--- config.mk ---
export PLATFORM = sky130hd
export DESIGN_NAME = register_arbiter
export DESIGN_NICKNAME = d
export VERILOG_FILES = /design/src/rtl/register_arbiter.sv
export SDC_FILE = /design/constraint.sdc
export NUM_CORES = 1
export LEC_CHECK = 0
export CAP_MARGIN = 20
export CORE_AREA = 10 10 64 66
export DETAILED_ROUTE_END_ITERATION = 10
export DIE_AREA = 0 0 74 76
export GPL_ROUTABILITY_DRIVEN = 0
export HOLD_SLACK_MARGIN = 0.02
export PLACE_DENSITY = 0.73
export SETUP_SLACK_MARGIN = 0.5
export SYNTH_ARGS = -nofsm -noshare
export SYNTH_HDL_FRONTEND = slang
export SYNTH_SLANG_ARGS = --single-unit
export TNS_END_PERCENT = 5
--- constraint.sdc ---
create_clock -name clk -period 1.45 [get_ports clk]
set_input_delay 0.145 -clock clk [delete_from_list [all_inputs] [get_ports clk]]
set_output_delay 0.145 -clock clk [all_outputs]
set_load 0.005 [all_outputs]
--- src/rtl/register_arbiter.sv ---
// Round-robin arbiter that loads one pending requester's data per cycle into a
// shared register and returns a one-cycle ack to the winner.
module register_arbiter #(
    parameter int unsigned NUM_REQ = 4,
    parameter int unsigned WIDTH   = 8,
    localparam int unsigned OW     = (NUM_REQ > 1) ? $clog2(NUM_REQ) : 1
) (
    input  logic                            clk,
    input  logic                            rst,
    input  logic [NUM_REQ-1:0]              req,
    input  logic [NUM_REQ-1:0][WIDTH-1:0]   in,
    output logic [NUM_REQ-1:0]              ack,
    output logic [WIDTH-1:0]                out,
    output logic [OW-1:0]                   owner,
    output logic                            valid
);

    logic [OW-1:0]      ptr;
    logic [NUM_REQ-1:0] elig;
    logic [OW-1:0]      win;
    logic               found;
    logic [OW:0]        idx;

    // A requester acked this cycle is masked so it cannot be loaded twice.
    assign elig = req & ~ack;

    // Scan from ptr upward with wraparound; first eligible requester wins.
    always_comb begin
        found = 1'b0;
        win   = '0;
        idx   = '0;
        for (int unsigned k = 0; k < NUM_REQ; k++) begin
            idx = {1'b0, ptr} + (OW+1)'(k);
            if (idx >= (OW+1)'(NUM_REQ)) begin
                idx = idx - (OW+1)'(NUM_REQ);
            end
            if (!found && elig[idx[OW-1:0]]) begin
                found = 1'b1;
                win   = idx[OW-1:0];
            end
        end
    end

    always_ff @(posedge clk) begin
        if (rst) begin
            out   <= '0;
            ack   <= '0;
            owner <= '0;
            valid <= 1'b0;
            ptr   <= '0;
        end else if (found) begin
            out   <= in[win];
            ack   <= NUM_REQ'(1) << win;
            owner <= win;
            valid <= 1'b1;
            ptr   <= (win == OW'(NUM_REQ - 1)) ? '0 : win + OW'(1);
        end else begin
            ack   <= '0;
        end
    end

endmodule
==> results of run 1 <==
[stage by stage]
stage,utilization,setup WS (ns),power (uW)
finish,0.582,-0.179,2450
CTS,0.576,-0.194,2440
global route,0.582,-0.290,2630
floorplan,-,-0.0294,1440
detailed placement,0.565,-0.399,2200
global placement,0.565,-0.357,2170
[critical path, stage by stage (launching register included)]
cell and delay, ns:
dfxtp_2 0.35, and2b_4 0.28, a21oi_2 0.07, o211ai_1 0.27, buf_12 0.20, mux2i_1 0.24
o2111ai_2 0.11
[area by class of cell]
cell class                 count  area (um^2)
fill                         249         1220
tap                           33         41.3
clock buffer                   3         22.5
multi-input combinational     76          574
inverter                       3         11.3
clock inverter                 1         5.00
timing repair buffer          72          699
sequential                    17          350
[synthesized netlist by cell type, drive strengths merged (2+ instances only)]
cell / instances / area [um^2]
nand3: 18 / 95.1
dfxtp: 17 / 340
nand2: 10 / 37.5
mux2i: 8 / 80.1
o2111ai: 8 / 76.3
a21oi: 7 / 35.0
nor2: 5 / 21.3
buf: 4 / 31.3
and2b: 3 / 25.0
clkbuf: 3 / 26.3
inv: 3 / 11.3
a211oi: 2 / 27.5
and2: 2 / 15.0
nand2b: 2 / 12.5
nor2b: 2 / 15.0
[logic make-up after synthesis]
logic type,Yosys count,synth area share
AOI/OAI and AO/OA,22,0.191
xor gates and xnor gates,1,0.00937
buffers and inverters,10,0.0736
DFF,17,0.364
muxes,8,0.0857
and+or+nand+nor,45,0.276
[placed cells by master, fill, tap and decap left out, drive strengths merged, types with 2 or more instances in the layout]
| cell type | instances |
|---|---|
| clkdlybuf4s15 | 4 |
| o2111ai | 8 |
| inv | 3 |
| and2 | 2 |
| a21oi | 7 |
| nor2 | 5 |
| and2b | 3 |
| dlygate4sd2 | 3 |
| clkbuf | 4 |
| dfxtp | 17 |
| a211oi | 2 |
| nor2b | 2 |
| nand2b | 2 |
| buf | 26 |
| nand3 | 18 |
| mux2i | 8 |
| nand2 | 10 |
| clkdlybuf4s50 | 38 |
[registers in the layout, indices dropped and copies added (netlist names)]
register / cells
ack: 4
ptr: 2
out: 8
valid: 1
owner: 2
[report_power, final]
part           internal [uW]  leakage [uW]  switching [uW]
Sequential               638      0.000143             102
Clock                    102     0.0000177             156
Combinational            833      0.000539             619
Total                   1570      0.000700             877
[routing by layer]
layer / share of wire / vias to the layer above / wire length [um] / GRT usage
li1: - / 513 / - / -
met1: 0.40 / 460 / 1200 / 0.111
met2: 0.48 / 37 / 1430 / 0.179
met3: 0.11 / 2 / 336 / 0.0599
met4: 0.0067 / 0 / 20 / 0.0317
met5: 0 / - / 0 / 0
[what timing repair did]
| item | in CTS | in global routing |
|---|---|---|
| hold buffers | 0 | 0 |
| pin swaps | 5 | 7 |
| resized for setup | 45 | 8 |
| endpoints found under the setup margin | 32 | 28 |
[worst min path at each step]
stage	to	start	slack, ns	cells after the start
4_1_cts	out[2]	in[26]	0.44	3
6_report	out[2]	in[26]	0.44	3
5_1_grt	out[2]	in[26]	0.46	3
2_1_floorplan	out[0]	in[24]	0.29	2
3_5_place_dp	valid	valid	0.44	2
3_3_place_gp	valid	valid	0.44	2
==> results.tsv, run 1 <==
metric	value	unit
outcome	complete, but fails checks	
violations	setup timing	
grt_pass1_wl	5.06	mm
cts_buffer_depth	2	
period_minus_slack	1.63	ns
syn-num-nets	141	
hp-class	primary input to register	
syn_area	935	um^2
vias	1012	
crit_required	1.63	ns
drv_cap	0	
reg2reg_from	ack[0]	
clockRootBuffer	clkbuf_4	
io_pins	53	
row_count	20	
hold_violations	0	
endpoint_kind	register	
critPathMaxFanout	17	
slew_violations	0	
r2r-end	out[4]	
syn2layout_area_growth	82.3	%
synth_edf_count	0	
start_kind	register	
power.density	1440	nW/um^2
endpoint	out[4]	
synthDistinctLibCells	34	
core-area	2930	um^2
ant_nets	0	
timing.critical_path.from	ack[0]	
track_usage	0.108	
yosysSeqAreaShare	0.364	
post_cts_buffers	0	
max_slew_margin	0.806	
fin_tns_setup	-1.30	ns
yosysWarningCount	0	
overflow	0	
wl	2.98	mm
syn_inst	103	
drt_first_pass_iters	4	
finClkSkew	0.0139	ns
clk_pin_slew	0.11	ns
holdWs	0.443	ns
fmax	0.614	GHz
die-area	5620	um^2
dp.final_hpwl	2.48	mm
synth-async-reset-ratio	0	
cts.sinks	17	
peakVddDrop	828	uV
fin_crit_sh	1.12	
critical_path_class	register to register	
clkLatencyLatePin	0.29	ns
vias_per_cell	4.94	
crit_arrival	1.81	ns
tightest_slew	0.290	ns
drc	0	
cts_max_level	1	
final_area	1700	um^2
cts_tree	done	
grt_pass1_vias	1122	
setup_viol	11	
antenna_found_initial	0	
drtIter0Drc	32	
stdcell_count	205	
dp.cells	201	
dieHeight	76	um
start_util	0.319	
routedWlPerCell	14.6	um
syn_area_per_cell	9.07	um^2
setup_ws	-0.179	ns
drive_gt1_frac	0.366	
reg2reg_depth	6	
reg2reg_slack	-0.18	ns
n_antenna_cell	0	
yosys_register_bits	17	
final_nets	211	
die_w	74	um
synth_flop_cell	dfxtp_1	
port_buffers	52	
grt_max_degree	19	
post_dp_cell_area	1650	um^2
p_leak	0.000700	uW
cts_buffers	3	
rsz0062_at_grt	yes	
Power figures use the tool's default switching activity.
==> run 2, diff against run 1 <==
Settings changed: CELL_PAD_IN_SITES_DETAIL_PLACEMENT from default to 1, CELL_PAD_IN_SITES_GLOBAL_PLACEMENT from default to 1, CORE_AREA 10 10 64 66 to 10 10 74 76, CTS_CLUSTER_SIZE from default to 40, DIE_AREA 0 0 74 76 to 0 0 84 86, PLACE_DENSITY 0.73 to default, PLACE_DENSITY_LB_ADDON from default to 0.1.
==> run 2 against run 1 <==
The flow still finishes with violations (setup timing). Die area increased by 28%. Total power grew 6.4%. Utilization is 14 points lower. Sequential power fell by 0.5%. Critical path type unchanged. Wire length is 27% higher. Critical endpoint is now out[7]. Combinational power grew 3%. Register-to-register slack better by 0.04 ns. Sequential cell count stayed put. Via count grew 3.7%. Count of clock-buffer cells in the layout rose by 1. Cell count up 10%. Clock power increased by 44%.
==> results.tsv, run 2 (same netlist as run 1, synthesis figures left out) <==
metric	value	unit
reg2reg_depth	6	
setup_viol	11	
post_cts_buffers	0	
vias_per_cell	4.64	
swShare	0.358	
slowest_delay	0.34	ns
ant_nets	0	
holdWs	0.452	ns
row_count	23	
crit_required	1.58	ns
wl	3.79	mm
crit_arrival	1.73	ns
start_util	0.235	
p_leak	0.000714	uW
final_cell_mix	clkdlybuf4s50_1, buf_4, nand3_1	
min_to	valid	
clk_pin_slew	0.07	ns
clockRootBuffer	clkbuf_8	
tightest_slew	0.288	ns
hp-class	register to register	
grt_max_degree	17	
p_comb_frac	0.575	
cts_buffer_depth	2	
drc	0	
internal_power	1670	uW
fill_cells	454	
post_dp_cell_area	1670	um^2
drtIter0Drc	47	
layout_commonest_cell	clkdlybuf4s50_1	
p_clk_frac	0.144	
drv_cap	0	
syn2layout_area_growth	89.0	%
drive_gt1_frac	0.341	
track_usage	0.105	
dp.final_hpwl	3.10	mm
final_area	1770	um^2
core-area	3970	um^2
hold_start	valid	
largest_reg_flops	8	
cts_tree	done	
finClkSkew	0.00364	ns
critPathTopFamily	compound AO/OA/AOI/OAI gates	
cts.sinks	17	
critical_path_class	register to register	
regMostFlops	out	
fmax	0.628	GHz
r2r-end	out[7]	
start_kind	register	
setup_ws	-0.142	ns
dpl_worst_slack	-0.371	ns
grt_pass1_wl	6.21	mm
critPathMaxFanout	16	
power.density	1480	nW/um^2
port_buffers	52	
largestRegisters	out: 8 flops, ack: 4 flops	
rsz0062_at_grt	yes	
reg2reg_from	ack[0]	
cts_buffers	3	
min_delay_path_depth	2	
dieHeight	86	um
hold_violations	0	
outcome	complete, but fails checks	
die-area	7220	um^2
critical-path-slowest-cell	dfxtp_2	
fin_util	0.445	
n_antenna_cell	0	
power.switching	933	uW
slew_violations	0	
endpoint_kind	register	
p_seq_frac	0.282	
period_minus_slack	1.59	ns
vias	1049	
overflow	0	
io_pins	53	
die_w	84	um
cp_num_buf_inv	1	
violations	setup timing	
clkLatencyLatePin	0.26	ns
grt_pass1_vias	1243	
path_cells	and2b_4, a21oi_2, o211ai_1, buf_12, mux2i_1, o2111ai_1	
fin_crit_sh	1.10	
reg2reg_slack	-0.14	ns
final_nets	215	
drt_first_pass_iters	3	
antenna_found_initial	0	
max_slew_margin	0.807	
peakVddDrop	665	uV
cts_max_level	1	
routedWlPerCell	16.7	um
## run 2: cell types whose count changed in the layout (fill, tap and decap cells not counted), sizes merged
cell,before,now
clkinv,1,0
clkbuf,4,5
dlygate4sd2,3,2
clkdlybuf4s15,4,9
## run 2: through the flow
stage | cells | total power [uW] | setup TNS [ns]
after global routing | 226 | 2800 | -2.48
after CTS | 226 | 2610 | -1.13
after floorplan | 103 | 1440 | -0.232
after detailed placement | 222 | 2220 | -4.61
after global placement | 222 | 2180 | -4.18
final | 226 | 2610 | -1.10
## run 2: layer usage
layer / vias up / global-route usage / routed length (um)
met5: - / 0 / 0
met4: 0 / 0.0365 / 36
met3: 4 / 0.0388 / 258
met2: 31 / 0.185 / 1960
met1: 496 / 0.112 / 1530
li1: 518 / - / -
## run 2: power groups by stage
stage               Sequential, uW  Clock [uW]  Combinational (uW)
floorplan                      741           0                 698
finish                         735         374                1500
global placement               727           0                1460
global route                   761         399                1640
detailed placement             731           0                1490
CTS                            731         387                1490
## run 2: repair_timing
item / 4_1_cts / 5_1_grt
endpoints found under the setup margin: 32 / 31
hold buffers: 0 / 0
cloned: 0 / 0
gates resized for setup: 42 / 7
## run 2: final cells by class
class	count	area, um^2	area share
clock buffers	4	45.0	0.0255
inverters	3	11.3	0.00637
multi-input cells	76	567	0.321
flip-flops and latches	17	348	0.197
well taps	50	62.6	0.0354
repair buffers	76	733	0.415
## run 2: worst max-delay path by stage
stage,startpoint,end,slack (ns),cells after the start
final,ack[0],out[7],-0.14,6
after global routing,ack[0],out[3],-0.26,7
after CTS,ptr[0],out[3],-0.14,6
after detailed placement,req[0],out[4],-0.37,7
after global placement,req[3],out[6],-0.33,7
after floorplan,ack[1],out[0],-0.03,6
## run 2: worst register-to-register path, cell delays in order, from the launching register on
cell and delay, ns:
dfxtp_2 0.34, and2b_4 0.26, a21oi_2 0.06, o211ai_1 0.27, buf_12 0.20, mux2i_1 0.23
o2111ai_1 0.12
